===== src/rtl/mult_pkg.sv =====
// Shared types for the iterative multiplier: operation codes, FSM states,
// default-width word typedefs and the raw-opcode decoder.
// Optional feature macro: SEQ_MULT_ACCUMULATE_EN (enables MADD/MSUB).
package mult_pkg;

    // Operand width the HI/LO unit is normally built with.
    localparam int unsigned MULT_DEF_WIDTH = 32;

    // Word and double-word helpers for the default operand width.
    typedef logic [MULT_DEF_WIDTH-1:0]   mult_word_t;
    typedef logic [2*MULT_DEF_WIDTH-1:0] mult_dword_t;

    // Final-stage operation applied to the unsigned/signed product.
    typedef enum logic [1:0] {
        MUL  = 2'd0,
        MADD = 2'd1,
        MSUB = 2'd2
    } mult_op_e;

    // Controller states.
    typedef enum logic [1:0] {
        IDLE = 2'd0,
        CALC = 2'd1,
        FIX  = 2'd2,
        DONE = 2'd3
    } mult_state_e;

    // Opcode 3 is reserved and behaves as a plain multiply.
    function automatic mult_op_e decode_op(input logic [1:0] raw);
        mult_op_e res;
        case (raw)
            2'd1:    res = MADD;
            2'd2:    res = MSUB;
            default: res = MUL;
        endcase
        return res;
    endfunction

endpackage


===== src/rtl/mult_step.sv =====
// One iteration of the radix-2^StepBits right-shifting multiplier:
// adds mcand * digit into the upper half of the running product and
// shifts the whole product right by StepBits.
module mult_step #(
    parameter int BitWidth = 32,
    parameter int StepBits = 2
) (
    input  logic [2*BitWidth-1:0] acc_i,
    input  logic [BitWidth-1:0]   mcand_i,
    input  logic [StepBits-1:0]   digit_i,
    output logic [2*BitWidth-1:0] acc_o
);

    localparam int SumW = BitWidth + StepBits;

    logic [SumW-1:0] pp_term [StepBits];
    logic [SumW-1:0] pp_sum;
    logic [SumW-1:0] sum;
    logic            unused_low;

    // One shifted copy of the multiplicand per digit bit.
    generate
        for (genvar gi = 0; gi < StepBits; gi++) begin : g_pp
            assign pp_term[gi] = digit_i[gi] ? (SumW'(mcand_i) << gi) : '0;
        end
    endgenerate

    // Sum the partial products and add them to the upper half; the sum
    // cannot overflow SumW bits because the upper half is below 2^BitWidth.
    always_comb begin
        pp_sum = '0;
        for (int i = 0; i < StepBits; i++) begin
            pp_sum = pp_sum + pp_term[i];
        end
        sum = SumW'(acc_i[2*BitWidth-1:BitWidth]) + pp_sum;
    end

    // The StepBits lowest bits fall off the end on every shift.
    generate
        if (StepBits < BitWidth) begin : g_shift
            assign acc_o = {sum, acc_i[BitWidth-1:StepBits]};
        end else begin : g_whole
            assign acc_o = sum;
        end
    endgenerate

    assign unused_low = ^acc_i[StepBits-1:0];

endmodule


===== src/rtl/seq_multiplier.sv =====
// Iterative signed/unsigned multiplier for the HI/LO unit. Retires
// StepBits multiplier bits per clock on operand magnitudes, then applies
// the sign and the optional accumulate in a single FIX cycle.
// Optional feature macro: SEQ_MULT_ACCUMULATE_EN (MADD/MSUB with accIn).
module seq_multiplier
    import mult_pkg::*;
#(
    parameter int BitWidth = 32,
    parameter int StepBits = 2
) (
    input  logic                  clk,
    input  logic                  rst_n,
    input  logic                  start,
    input  logic                  cancel,
    input  logic                  isUnsigned,
    input  logic [1:0]            op,
    input  logic [BitWidth-1:0]   multiplicand,
    input  logic [BitWidth-1:0]   multiplier,
    input  logic [2*BitWidth-1:0] accIn,
    output logic                  ready,
    output logic                  busy,
    output logic                  valid,
    output logic [2*BitWidth-1:0] product
);

    localparam int N    = BitWidth / StepBits;
    localparam int DW   = 2 * BitWidth;
    localparam int CntW = (N > 1) ? $clog2(N) : 1;

    // StepBits must split the operand into whole digits.
    generate
        if ((BitWidth % StepBits) != 0) begin : g_bad_step
            $error("seq_multiplier: StepBits must divide BitWidth");
        end
    endgenerate

    mult_state_e         state_q,   state_d;
    logic [BitWidth-1:0] mcand_q,   mcand_d;
    logic [BitWidth-1:0] mplier_q,  mplier_d;
    logic [DW-1:0]       acc_q,     acc_d;
    logic [CntW-1:0]     cnt_q,     cnt_d;
    logic                neg_q,     neg_d;
    logic [DW-1:0]       product_q, product_d;
    logic                valid_q,   valid_d;
`ifdef SEQ_MULT_ACCUMULATE_EN
    mult_op_e            op_q,      op_d;
    logic [DW-1:0]       acc_in_q,  acc_in_d;
`else
    logic                unused_acc_inputs;
`endif

    logic [BitWidth-1:0] mag_a;
    logic [BitWidth-1:0] mag_b;
    logic                neg_in;
    logic [DW-1:0]       step_acc;
    logic [DW-1:0]       signed_p;
    logic [DW-1:0]       final_p;
    logic                load;

    // Operand magnitudes and result sign, computed at accept time.
    always_comb begin
        mag_a  = (!isUnsigned && multiplicand[BitWidth-1]) ?
                 ~(multiplicand - BitWidth'(1)) : multiplicand;
        mag_b  = (!isUnsigned && multiplier[BitWidth-1]) ?
                 ~(multiplier - BitWidth'(1)) : multiplier;
        neg_in = !isUnsigned && (multiplicand[BitWidth-1] ^ multiplier[BitWidth-1]);
    end

    mult_step #(
        .BitWidth (BitWidth),
        .StepBits (StepBits)
    ) u_step (
        .acc_i   (acc_q),
        .mcand_i (mcand_q),
        .digit_i (mplier_q[StepBits-1:0]),
        .acc_o   (step_acc)
    );

    // Re-apply the sign, then the optional accumulate; all wraps mod 2^DW.
    always_comb begin
        signed_p = neg_q ? -acc_q : acc_q;
`ifdef SEQ_MULT_ACCUMULATE_EN
        case (op_q)
            MADD:    final_p = acc_in_q + signed_p;
            MSUB:    final_p = acc_in_q - signed_p;
            default: final_p = signed_p;
        endcase
`else
        final_p = signed_p;
`endif
    end

`ifndef SEQ_MULT_ACCUMULATE_EN
    assign unused_acc_inputs = ^{op, accIn};
`endif

    // Next-state and datapath control; cancel only acts in CALC/FIX so a
    // start in DONE always wins over a simultaneous cancel.
    always_comb begin
        state_d   = state_q;
        mcand_d   = mcand_q;
        mplier_d  = mplier_q;
        acc_d     = acc_q;
        cnt_d     = cnt_q;
        neg_d     = neg_q;
        product_d = product_q;
        valid_d   = 1'b0;
        load      = 1'b0;
`ifdef SEQ_MULT_ACCUMULATE_EN
        op_d      = op_q;
        acc_in_d  = acc_in_q;
`endif
        case (state_q)
            IDLE: begin
                if (start) begin
                    load = 1'b1;
                end
            end
            CALC: begin
                if (cancel) begin
                    state_d = IDLE;
                end else begin
                    acc_d    = step_acc;
                    mplier_d = mplier_q >> StepBits;
                    cnt_d    = cnt_q + CntW'(1);
                    if (cnt_q == CntW'(N - 1)) begin
                        state_d = FIX;
                    end
                end
            end
            FIX: begin
                if (cancel) begin
                    state_d = IDLE;
                end else begin
                    product_d = final_p;
                    valid_d   = 1'b1;
                    state_d   = DONE;
                end
            end
            DONE: begin
                if (start) begin
                    load = 1'b1;
                end else begin
                    state_d = IDLE;
                end
            end
            default: state_d = IDLE;
        endcase

        if (load) begin
            state_d  = CALC;
            mcand_d  = mag_a;
            mplier_d = mag_b;
            neg_d    = neg_in;
            acc_d    = '0;
            cnt_d    = '0;
`ifdef SEQ_MULT_ACCUMULATE_EN
            op_d     = decode_op(op);
            acc_in_d = accIn;
`endif
        end
    end

    // State and datapath registers with asynchronous active-low reset.
    always_ff @(posedge clk or negedge rst_n) begin
        if (!rst_n) begin
            state_q   <= IDLE;
            mcand_q   <= '0;
            mplier_q  <= '0;
            acc_q     <= '0;
            cnt_q     <= '0;
            neg_q     <= 1'b0;
            product_q <= '0;
            valid_q   <= 1'b0;
`ifdef SEQ_MULT_ACCUMULATE_EN
            op_q      <= MUL;
            acc_in_q  <= '0;
`endif
        end else begin
            state_q   <= state_d;
            mcand_q   <= mcand_d;
            mplier_q  <= mplier_d;
            acc_q     <= acc_d;
            cnt_q     <= cnt_d;
            neg_q     <= neg_d;
            product_q <= product_d;
            valid_q   <= valid_d;
`ifdef SEQ_MULT_ACCUMULATE_EN
            op_q      <= op_d;
            acc_in_q  <= acc_in_d;
`endif
        end
    end

    assign ready   = (state_q == IDLE) || (state_q == DONE);
    assign busy    = !ready;
    assign valid   = valid_q;
    assign product = product_q;

endmodule


===== config.mk =====
export PLATFORM = sky130hd
export DESIGN_NAME = seq_multiplier
export DESIGN_NICKNAME = d
export VERILOG_FILES = /design/src/rtl/mult_pkg.sv /design/src/rtl/mult_step.sv /design/src/rtl/seq_multiplier.sv
export SDC_FILE = /design/constraint.sdc
export NUM_CORES = 1
export LEC_CHECK = 0
export CAP_MARGIN = 20
export CORE_UTILIZATION = 29
export DETAILED_ROUTE_END_ITERATION = 16
export HOLD_SLACK_MARGIN = 0.05
export SYNTH_ARGS = -nofsm -noshare
export SYNTH_HDL_FRONTEND = slang
export SYNTH_SLANG_ARGS = --single-unit

===== constraint.sdc =====
create_clock -name clk -period 5.6 [get_ports clk]
set_input_delay 1.4 -clock clk [delete_from_list [all_inputs] [get_ports clk]]
set_output_delay 1.4 -clock clk [all_outputs]
set_load 0.02 [all_outputs]

==> key figures <==
Global routing
  – Largest net degree at the start of global routing: approximately 120
  – Grt ovf: 0
  – Total track usage: between 10% and 20%
  – Initial antenna violation count: 0
  – Vias in the first global route: roughly 11000
  – First-pass GRT wire length: 57.4 mm

Timing
  – Min Clock Period, post-route: 4.37 ns
  – Max Slew Vio Count: 0
  – Setup tns final: 0 ns
  – Final hold viol count: 0
  – Rel. slew slack: 38.9%
  – Max frequency: between 200 and 250 MHz
  – Crit share post-route: 78.1%
  – Final setup fails: 0
  – Worst-Margin Slew: 0.914 ns
  – Worst setup margin: 1.23 ns
  – Max Clock Skew: 0.0160 ns
  – Setup repair after global routing missed its margin: no

Synthesis
  – Mapped Cells: 1567
  – Post-synth EDFFs: 0
  – Ys async rst share: 100%
  – Seq/Total Area, Yosys: 37.2%
  – Mux contribution to synthesized area: 0.149%
  – Synth Area in XOR/XNOR: 8.86%
  – Synth Area in Compound Gates: between 15 and 20%
  – Yosys cell types: 71
  – Synth warn: 0
  – Largest family of logic cells by synthesized area: simple AND/OR/NAND/NOR gates
  – Top FF cell, synth: dfrtp_1
  – Average cell area after synthesis: 8.58 µm²
  – Simple-gate share of the synthesized area: between 20% and 30%
  – Post-Synth Adder-Cell Area: 8.48%
  – Mapped cell area: 13400 µm²
  – Synth Net Count: 1774
  – #FFs+latches synth: 200

Run
  – Max-capacitance violation count: 0

Clock tree
  – Clk Latency, worst-skew pair: 0.47 ns
  – Htree depth: 4
  – Setup bufs post-CTS: 0
  – Clk slew on worst S/H paths: 0.08 ns
  – Clock Tree Root: clkbuf_16
  – Max clock buf depth: 2
  – Cts hold-fix bufs: 0
  – Post-CTS sizing: 0
  – CTS tree: built
  – Clock tree sinks: 200
  – Clock buffer count from CTS: 17

Status
  – Status: complete, no violations

Floorplan
  – Placement row count: 78
  – Full die area: 47200 µm²
  – # IOs: 202
  – Initial Util: 29.5%
  – Die H: 217 µm
  – Core area: 45600 µm²
  – Chip width: 217 µm

Drt
  – Final WL: 34.6 mm
  – Drt wl/cell: 15.3 µm
  – Drt initial violations: just under 700
  – DR DRC count: 0
  – Detail Route Antenna Nets: 0
  – Vias: between 10000 and 15000
  – Vias/cell: about 5
  – DRT Pass-1 Iters: 5

Worst setup path
  – Crit path launch type: flop
  – Worst EP required: 5.99 ns
  – Crit path from: mplier_q[0]
  – Most frequent CP cell: fa_1
  – CP Cell Sequence: and2_1 -> fa_1 -> ha_1 -> inv_1 -> fa_1 -> nor2b_1 -> o211ai_1 -> a2111oi_0 -> o31ai_1 -> o21ai_0 -> nand3_1 -> a31oi_1
  – Crit path largest cell delay: 0.69 ns
  – Max FO, Critical Path: 33
  – Worst path slowest cell: dfrtp_1
  – Flop2flop setup slack: about 1.2 ns
  – CP arrival: approximately 4.8 ns
  – CP endpoint kind: flop
  – Largest delay contributor family on the critical path: compound AO/OA/AOI/OAI gates
  – Worst path bufs/invs: 1
  – Worst R2R Start: mplier_q[0]
  – Critical path type: reg -> reg

Place
  – DP Worst Slack: about 1.2 ns
  – Gpl congestion: 0.879
  – Hpwl dp: approximately 26 mm
  – Port Buffers: 135

Hold path
  – Min-Delay Path Class: reg -> reg
  – Hold wc startpoint: product[1]

Pwr
  – Leakage: between 6 and 7 nW
  – PD cells: 523 nW/µm²
  – Max VDD drop: 0.273 mV

Layout
  – Layout Nets: 1850
  – Fraction of layout cells with a size suffix above 1: about 4.6%
  – Final core occ: a little over a third
  – Synthesis-to-layout area growth: 18.3%
  – # diodes: 0
==> cell families after synthesis <==
logic type                 after synthesis
and+or+nand+nor                        616
AOI/OAI and AO/OA                      424
DFF                                    200
xor gates and xnor gates               136
buffers and inverters                  117
adders and majority gates               72
muxes                                    2
==> layout by cell type, fill, tap and decap left out, types with 21 or more instances in the layout <==
master | Yosys | layout
o21ai_0 | 139 | 139
o31ai_1 | 29 | 29
and2_1 | 74 | 73
a31oi_1 | 32 | 32
inv_1 | 28 | 28
fa_1 | 32 | 32
xnor2_1 | 49 | 49
dfrtp_1 | 200 | 199
or3_1 | 21 | 21
nor3_1 | 31 | 31
a21oi_1 | 112 | 112
xor2_1 | 87 | 87
nor2_1 | 83 | 83
clkdlybuf4s50_1 | 0 | 134
o21ai_1 | 22 | 22
nand2_1 | 294 | 293
nand3_1 | 24 | 24
ha_1 | 40 | 40
==> tightest hold or removal path: cells and delay by family, from the launching register on <==
family           cells  cell delay [ns]
AND/OR/NAND/NOR      1             0.05
flip-flops           1             0.35
AO/OA/AOI/OAI        1             0.06
==> per-stage QoR <==
step / instance area (µm²) / hold slack, ns / total power (W) / std cells
global placement: 15300 / 0.465 / 0.00696 / 2223
floorplan: 13400 / 0.450 / 0.00574 / 1567
finish: 15900 / 0.481 / 0.00832 / 2256
CTS: 15900 / 0.487 / 0.00836 / 2255
global route: 15900 / 0.510 / 0.00908 / 2256
detailed placement: 15300 / 0.471 / 0.00704 / 2223
==> worst paths after layout <==
kind	to	depth (start not counted)
worst min register to register	product[1]	2
worst min-delay path	product[1]	2
worst max register to register	acc_q[63]	12
max in group asynchronous	neg_q	2
min in group asynchronous	product[3]	1
worst max-delay path	acc_q[63]	12
==> area by class of cell <==
cell class	count	area (µm²)
fillers	4691	29700
multi-input cells	1250	7970
flip-flops and latches	200	5010
repair buffers	146	1480
well taps	600	751
clock buffers	18	429
clock inverters	14	174
inverters	28	105
==> where the power goes <==
group | switching [W] | internal, W | total (W)
clock network | 0.000635 | 0.000643 | 0.00128
registers | 0.000503 | 0.00190 | 0.00241
logic | 0.00278 | 0.00186 | 0.00463
==> sequential cells by signal, summed over array words and instances, names as in the netlist <==
name and flops:
mcand_q 32, state_q 2, mplier_q 32, valid 1, neg_q 1, acc_q 64
product 64, cnt_q 4
==> layer usage <==
metal  vias to the layer above  part of all wire [%]  global-route usage, %  wire [µm]
met3                        17                   5.4                   3.41       1860
met4                         0                  0.92                   4.06        319
li1                       5622                     -                      -          -
met5                         -                     0                      0          0
met1                      5259                    48                   20.8      16700
met2                       196                    45                   23.8      15700
==> cells in the mapped netlist, types with 5 or more instances <==
cell      number  area, µm²
xnor2_1       49        429
nand2b_1       9       56.3
nand3_1       24        120
o21a_1         6       45.0
buf_1         15       56.3
nand4_1        9       56.3
o31ai_4        5        106
nor2_1        83        312
and2_1        74        463
and3_1        20        125
nor3_1        31        155
nand2_1      294       1100
dfrtp_1      200       5000
clkbuf_1      66        248
o21ai_1       22        110
nor2b_1        6       37.5
o31ai_1       29        218
nand4b_1       5       43.8
or4_1          8       60.1
xor2_1        87        762
ha_1          40        500
nor4_1         9       56.3
inv_1         28        105
a21oi_1      112        561
o41ai_1        6       52.6
o21bai_1       5       37.5
o21ai_0      139        696
a211oi_1      11       82.6
or3_1         21        131
fa_1          32        641
a31oi_1       32        200
a21o_1        19        143
Power figures use the tool's default switching activity.
